**config.mk**
```make
export PLATFORM = sky130hd
export DESIGN_NAME = cic_decimator
export DESIGN_NICKNAME = d
export VERILOG_FILES = /design/src/rtl/cic_decimator.sv
export SDC_FILE = /design/constraint.sdc
export NUM_CORES = 1
export LEC_CHECK = 0
export CORE_AREA = 3 3 179 225
export CTS_CLUSTER_SIZE = 16
export DETAILED_ROUTE_END_ITERATION = 8
export DIE_AREA = 0 0 182 228
export PLACE_DENSITY = 0.82
export SYNTH_ARGS = -nofsm -noshare
export SYNTH_HDL_FRONTEND = slang
export SYNTH_SLANG_ARGS = --single-unit
```
**constraint.sdc**
```tcl
create_clock -name clk -period 4.2 [get_ports clk]
set_input_delay 0.84 -clock clk [delete_from_list [all_inputs] [get_ports clk]]
set_output_delay 0.84 -clock clk [all_outputs]
set_load 0.05 [all_outputs]
```
**src/rtl/cic_decimator.sv**
```systemverilog
// Multi-channel time-interleaved CIC decimator: N integrators, N combs (delay M),
// runtime power-of-two rate, output normalised by the CIC gain R^N * M^N.
module cic_decimator #(
  parameter int W    = 10,
  parameter int N    = 3,
  parameter int RMAX = 16,
  parameter int M    = 1,
  parameter int CH   = 2,
  localparam int LR  = $clog2(RMAX),
  localparam int KW  = $clog2(LR + 1),
  localparam int CW  = (CH > 1) ? $clog2(CH) : 1,
  localparam int BW  = W + N * (LR + $clog2(M))
) (
  input  logic                clk,
  input  logic                rst_n,
  input  logic                in_valid,
  input  logic [CW-1:0]       in_ch,
  input  logic signed [W-1:0] in_data,
  input  logic [KW-1:0]       rate_log2,
  output logic                out_valid,
  output logic [CW-1:0]       out_ch,
  output logic signed [W-1:0] out_data,
  output logic                err
);
  localparam int LM   = $clog2(M);
  localparam int S    = 2 * N;
  localparam int SUPW = $clog2(N * M + 1);

  logic [CW-1:0]   exp_ch;
  logic [LR-1:0]   frame_cnt;
  logic [LR-1:0]   frame_last;
  logic [KW-1:0]   rate_reg;
  logic [KW-1:0]   rate_in;
  logic            accept;
  logic            chan_last;
  logic            dec_now;
  logic            sup_now;
  logic            rate_change;
  logic [SUPW-1:0] sup_cnt [CH];

  logic [BW-1:0]   integ [N][CH];
  logic [BW-1:0]   dly   [N][CH][M];

  // Stage s reads sin_* and registers into p_*; sin_*[0] is the accepted input.
  logic            sin_valid [S];
  logic            sin_dec   [S];
  logic            sin_keep  [S];
  logic [CW-1:0]   sin_ch    [S];
  logic [KW-1:0]   sin_rate  [S];
  logic [BW-1:0]   sin_data  [S];
  logic            p_valid   [S];
  logic            p_dec     [S];
  logic            p_keep    [S];
  logic [CW-1:0]   p_ch      [S];
  logic [KW-1:0]   p_rate    [S];
  logic [BW-1:0]   p_data    [S];

  logic signed [BW-1:0] shifted;
  int                   shamt;

  always_comb begin
    rate_in     = (rate_log2 > KW'(LR)) ? KW'(LR) : rate_log2;
    frame_last  = LR'((1 << rate_reg) - 1);
    accept      = in_valid && (in_ch == exp_ch);
    chan_last   = (exp_ch == CW'(CH - 1));
    dec_now     = (frame_cnt == frame_last);
    sup_now     = (sup_cnt[exp_ch] < SUPW'(N * M));
    rate_change = (rate_in != rate_reg);

    sin_valid[0] = accept;
    sin_dec[0]   = dec_now;
    sin_keep[0]  = !sup_now;
    sin_ch[0]    = in_ch;
    sin_rate[0]  = rate_reg;
    sin_data[0]  = {{(BW - W){in_data[W-1]}}, in_data};
    for (int s = 1; s < S; s++) begin
      sin_valid[s] = p_valid[s-1];
      sin_dec[s]   = p_dec[s-1];
      sin_keep[s]  = p_keep[s-1];
      sin_ch[s]    = p_ch[s-1];
      sin_rate[s]  = p_rate[s-1];
      sin_data[s]  = p_data[s-1];
    end

    shamt   = N * (int'(p_rate[S-1]) + LM);
    shifted = $signed(p_data[S-1]) >>> shamt;
  end

  // Channel sequencing, frame counting, rate latch and warm-up suppression.
  always_ff @(posedge clk) begin
    if (!rst_n) begin
      exp_ch    <= '0;
      frame_cnt <= '0;
      rate_reg  <= rate_in;
      err       <= 1'b0;
      for (int c = 0; c < CH; c++) sup_cnt[c] <= '0;
    end else begin
      if (in_valid && !accept) err <= 1'b1;
      if (accept) begin
        exp_ch <= chan_last ? '0 : exp_ch + 1'b1;
        if (dec_now && sup_now) sup_cnt[exp_ch] <= sup_cnt[exp_ch] + 1'b1;
        if (chan_last) begin
          if (dec_now) begin
            frame_cnt <= '0;
            rate_reg  <= rate_in;
            // Comb history spans the old rate, so restart the warm-up count.
            if (rate_change)
              for (int c = 0; c < CH; c++) sup_cnt[c] <= '0;
          end else begin
            frame_cnt <= frame_cnt + 1'b1;
          end
        end
      end
    end
  end

  always_ff @(posedge clk) begin
    if (!rst_n) begin
      for (int s = 0; s < S; s++) begin
        p_valid[s] <= 1'b0;
        p_dec[s]   <= 1'b0;
        p_keep[s]  <= 1'b0;
        p_ch[s]    <= '0;
        p_rate[s]  <= '0;
        p_data[s]  <= '0;
      end
      for (int i = 0; i < N; i++)
        for (int c = 0; c < CH; c++) begin
          integ[i][c] <= '0;
          for (int m = 0; m < M; m++) dly[i][c][m] <= '0;
        end
      out_valid <= 1'b0;
      out_ch    <= '0;
      out_data  <= '0;
    end else begin
      for (int s = 0; s < S; s++) begin
        p_valid[s] <= sin_valid[s];
        p_dec[s]   <= sin_dec[s];
        p_keep[s]  <= sin_keep[s];
        p_ch[s]    <= sin_ch[s];
        p_rate[s]  <= sin_rate[s];
      end
      for (int i = 0; i < N; i++) begin
        p_data[i] <= integ[i][sin_ch[i]] + sin_data[i];
        if (sin_valid[i])
          integ[i][sin_ch[i]] <= integ[i][sin_ch[i]] + sin_data[i];
      end
      // Combs only advance on samples from the decimating frame.
      for (int j = 0; j < N; j++) begin
        p_data[N+j] <= sin_data[N+j] - dly[j][sin_ch[N+j]][M-1];
        if (sin_valid[N+j] && sin_dec[N+j]) begin
          dly[j][sin_ch[N+j]][0] <= sin_data[N+j];
          for (int m = 1; m < M; m++)
            dly[j][sin_ch[N+j]][m] <= dly[j][sin_ch[N+j]][m-1];
        end
      end
      out_valid <= p_valid[S-1] && p_dec[S-1] && p_keep[S-1];
      out_ch    <= p_ch[S-1];
      out_data  <= shifted[W-1:0];
    end
  end
endmodule

```
### After elaboration in Yosys (flattened, before gate mapping)

Memories as Yosys holds them, arrays and structs flattened. A register that Yosys moved wholly into a read port is not among the register bits.
Cells that the tools add are included.

* register bits after elaboration: 20
* bits in writable memories: 442
* bits of input ports: 17
* memories: 9
* latch bits: 0
* memory bits (read-only): 0

* shifts and indexed selects: 2
* $lt $le $gt $ge: 14
* reduce and logical (&&, ||, !) cells: 20
* eq/ne operators: 7
* div/mod/pow operators: 0
* $mul: 1
* multiplexer cells: 374
* add/sub/neg operators: 10
* bitwise operators: 311

Memory list
* dly: words 3, bits a word 44, rd ports 3, clocked after memory_dff 0, wr ports 3, RTL line 42 `logic [BW-1:0] dly [N][CH][M];`
* integ: words 3, bits a word 44, rd ports 3, clocked after memory_dff 0, wr ports 3, RTL line 41 `logic [BW-1:0] integ [N][CH];`
* p_data: words 6, bits a word 22, rd ports 6, clocked after memory_dff 0, wr ports 6, RTL line 56 `logic [BW-1:0] p_data [S];`
* p_rate: words 6, bits a word 3, rd ports 6, clocked after memory_dff 0, wr ports 6, RTL line 55 `logic [KW-1:0] p_rate [S];`
* p_ch: words 6, bits a word 1, rd ports 6, clocked after memory_dff 1, wr ports 6, RTL line 54 `logic [CW-1:0] p_ch [S];`
* p_dec: words 6, bits a word 1, rd ports 6, clocked after memory_dff 0, wr ports 6, RTL line 52 `logic p_dec [S];`
* 3 more memories

Operator list (count)
* two-way mux 22 bit: 30
* two-way mux 1 bit: 317
* OR 1 bit: 302
* two-way mux 44 bit: 6
* demux 22 bit (select 1 bit): 6
* adder 22 bit: 3
* subtractor 22 bit: 3
* two-way mux 3 bit: 11
* >>> shifter 22 x 5 -> 10 bit: 1
* logical AND 1 bit: 14
* greater-or-equal comparator 2 bit (second input constant): 6
* < comparator 2 x 1 -> 1 bit (second input constant): 6
* NOT 1 -> 2 bit: 6
* two-way mux 2 bit: 3
* inequality test 2 x 1 -> 1 bit (second input constant): 3
* multiplier 2 x 3 -> 5 bit (first input constant): 1
* adder 4 x 1 -> 4 bit (second input constant): 1
* equality test 4 bit: 1
* two-way mux 4 bit: 1
* left shift 1 x 3 -> 4 bit (first input constant): 1
* subtractor 4 x 2 -> 4 bit (second input constant): 1
* > comparator 3 bit (second input constant): 1
* zero test 1 bit: 3
* inequality test 3 bit: 1
* 10 further kinds: 11

### Depth between registers and ports, before layout

* depth in word-level cells: 14
* depth in mapped cells: 12
* depth with buffers taken out: 11

### Least setup slack after synthesis

OpenSTA, ideal clock, no wires.

* path kind: input -> register
* start point: input in_ch
* end point: memory integ[0][18] in the netlist's numbering (data pin)
* data arrival time: 3.673 ns
* setup time: 0.261 ns
* slack: 0.266 ns
* buffers on the path: 3
* stages: 12
* path through: buf_1 buf_1 mux2_2 ha_1 clkbuf_1 a21oi_1 o21ai_0 and3_1 or3_1 o21a_1 mux2i_1 a311o_1

RTL lines
* start, declared: RTL line 17 `input logic [CW-1:0] in_ch,`
* end, declared: RTL line 41

==> results.yml <==
place:
  place_inst: 2761
  gp_congestion: 0.918
  numPortBuffers: 29
  place_ws_ns: -0.0492
  hpwlAfterDp_um: 35900
synth:
  synth_adder_area_share: 0.0739
  synth_xor_area_frac: 0.0342
  synth_fp_nets: 2439
  synth_top_family_by_area: "simple AND/OR/NAND/NOR gates"
  yosys_warnings: 0
  synth_compound_area_frac: 0.116
  yosysTopAreaCellShare: 0.338
  async_reset_ff_frac: 0
  avgSynthCellArea_um2: 10.5
  synth_flop_cell: "edfxtp_1"
  netlist.top_cell.by_area: "edfxtp_1"
  synthMuxAreaShare: 0.0832
  yosysSeqAreaShare: 0.498
  synthCells: 2284
  syn_area_mm2: 0.0241
  synth_simple_gate_area_share: 0.170
  yosysUniqueCellTypes: 78
  synth-edff-count: 271
  ys_ff_latch: 464
  synth_area_leaders: "edfxtp_1 34%, dfxtp_1 16%, ha_1 6.8%, and2_1 4.8%, nor2_1 4.5%"
run_status:
  status: "finished, final reports clean"
finish:
  final_common_cell: "nor2_1"
  diodes: 0
  synthToLayoutAreaGrowth_pct: 10.6
  final_cell_mix: "289 x nor2_1, 271 x edfxtp_1, 193 x dfxtp_1"
  fin_cells: 2844
  largestRegisters: "dly: 132 flops, integ: 132 flops, p_data: 132 flops"
  final_nets: 2471
  n_fill_cell: 2753
  drive_above_1_share: 0.0948
routing:
  drcViolationCount: 0
  post_drt_wl_per_cell_um: 17.9
  drt_iter0_drc: 942
  via_per_inst: 6.00
  num_vias: 17100
  routed_wl_um: 51000
  first_pass_iters: 7
  antenna_left: 0
timing:
  fin_crit_ns: 3.85
  fmax_mhz: 260
  tightest_slew_ns: 1.05
  rsz0062_at_grt: "no"
  report.final.slew_viol_count: 0
  fin_tns_setup_ns: 0
  setup_ws_ns: 0.348
  fin_skew_ns: 0.0278
  worst_hold_slack_ns: 0.433
  period_share: 0.917
  setup_viol_count_final: 0
  hold_violations: 0
  slew_headroom: 0.298
worst_setup_path:
  cp-end-kind: "register"
  path_max_fanout: 14
  worstSetupStartpointType: "register"
  r2r_slack_ns: 0.35
  rr_worst_depth: 10
  r2r-start: "p_ch[1]$_DFF_P_"
  startpoint: "p_ch[1]$_DFF_P_"
  arrival_ns: 4.12
  crit_end: "integ[0][129]$_SDFFCE_PN0P_"
  path_class: "register to register"
  timing.rr.end: "integ[0][129]$_SDFFCE_PN0P_"
  cp.required_ns: 4.47
clocking:
  clk_latency_ns: 0.55
  cts_made_buffers: 45
  path_clk_slew_ns: 0.06
  post_cts_resized: 0
  numClockSinks: 464
  cts-hold-fix-buffers: 0
  clk_path_buf_depth: 3
  root_buffer: "clkbuf_16"
  post_cts.repair.setup_buffers: 0
  htree_num_levels: 2
  cts_tree: "built"
global_route:
  grt_max_degree: 67
  grt_pass1_wl_um: 84300
  grt_use_total: 0.243
  first_global_vias: 17700
  antenna_found_initial: 0
  gr-total-overflow: 0
min_path:
  hp-class: "register to register"
floorplanning:
  ios: 30
  initial_core_util: 0.630
  fp.dieArea_mm2: 0.0415
  core-area_mm2: 0.0382
  rows: 80
  die_w_um: 182
  die_y_um: 228
pwr:
  powerDensity_mw_per_mm2: 519
  totalPowerFinal_mw: 13.8
  irDropWorstVdd_uv: 368
  leakage_nw: 10.7
flow_run:
  maxCapViolCount: 0
==> cells by family after synthesis <==
logic type                 Yosys count
muxes                              182
DFF                                464
adders and majority gates          138
xor gates and xnor gates            94
and+or+nand+nor                    827
AOI/OAI and AO/OA                  428
buffers and inverters              151
==> how the worst min path moves through the flow <==
stage	from	endpoint	slack, ns	cells after the start
after floorplan	p_ch[5]$_DFF_P_	out_ch$_SDFF_PN0_	0.41	1
after global placement	p_rate[0][0]$_SDFF_PN0_	p_rate[1][0]$_SDFF_PN0_	0.41	1
after detailed placement	p_rate[0][2]$_SDFF_PN0_	p_rate[1][2]$_SDFF_PN0_	0.42	1
after CTS	p_rate[0][1]$_SDFF_PN0_	p_rate[1][1]$_SDFF_PN0_	0.44	1
after global routing	p_rate[3][2]$_SDFF_PN0_	p_rate[4][2]$_SDFF_PN0_	0.45	1
final	p_rate[0][1]$_SDFF_PN0_	p_rate[1][1]$_SDFF_PN0_	0.43	1
==> Yosys cell counts, types with 59 or more instances <==
| cell type | n |
|---|---|
| nor3_1 | 59 |
| nor2_1 | 289 |
| a21oi_1 | 131 |
| mux2i_1 | 108 |
| o21ai_0 | 76 |
| clkbuf_1 | 75 |
| edfxtp_1 | 271 |
| ha_1 | 131 |
| and2_1 | 183 |
| nand2_1 | 125 |
| mux2_2 | 66 |
| dfxtp_1 | 193 |
==> routing by layer <==
| layer | routed length (um) | vias to the layer above | GRT usage |
|---|---|---|---|
| li1 | - | 8280 | - |
| met1 | 19800 | 8247 | 0.264 |
| met2 | 27600 | 386 | 0.472 |
| met3 | 1600 | 148 | 0.0276 |
| met4 | 1960 | 0 | 0.101 |
| met5 | 0 | - | 0 |
==> worst max-delay path, cell delays in order (launching register included) <==
cell      delay, ns
dfxtp_1        0.67
buf_4          0.35
mux2_2         0.38
ha_1           0.39
nand2_1        0.10
nor2_1         0.20
o311ai_2       0.20
a311oi_1       0.39
nor2_1         0.11
a311oi_1       0.69
nor2_1         0.09
==> stage by stage <==
| stage | cell area, um2 | util |
|---|---|---|
| after global placement | 25000 | 0.654 |
| after detailed placement | 25000 | 0.654 |
| final | 26600 | 0.697 |
| after floorplan | 24100 | - |
| after global routing | 26600 | 0.697 |
| after CTS | 26600 | 0.697 |
==> power breakdown <==
| part | internal (mW) | switching [mW] |
|---|---|---|
| clock | 2.62 | 1.72 |
| sequential | 5.31 | 0.327 |
| combinational | 1.60 | 2.26 |
==> cell type report <==
cell class	instances	area, um2	area share
Sequential cell	464	12000	0.450
Clock buffer	60	1340	0.0502
Inverter	56	213	0.00798
Clock inverter	23	295	0.0111
Multi-Input combinational cell	1669	11500	0.432
Timing Repair Buffer	80	683	0.0256
Tap cell	492	616	0.0231
No activity file was read; power rests on OpenSTA's default activity.
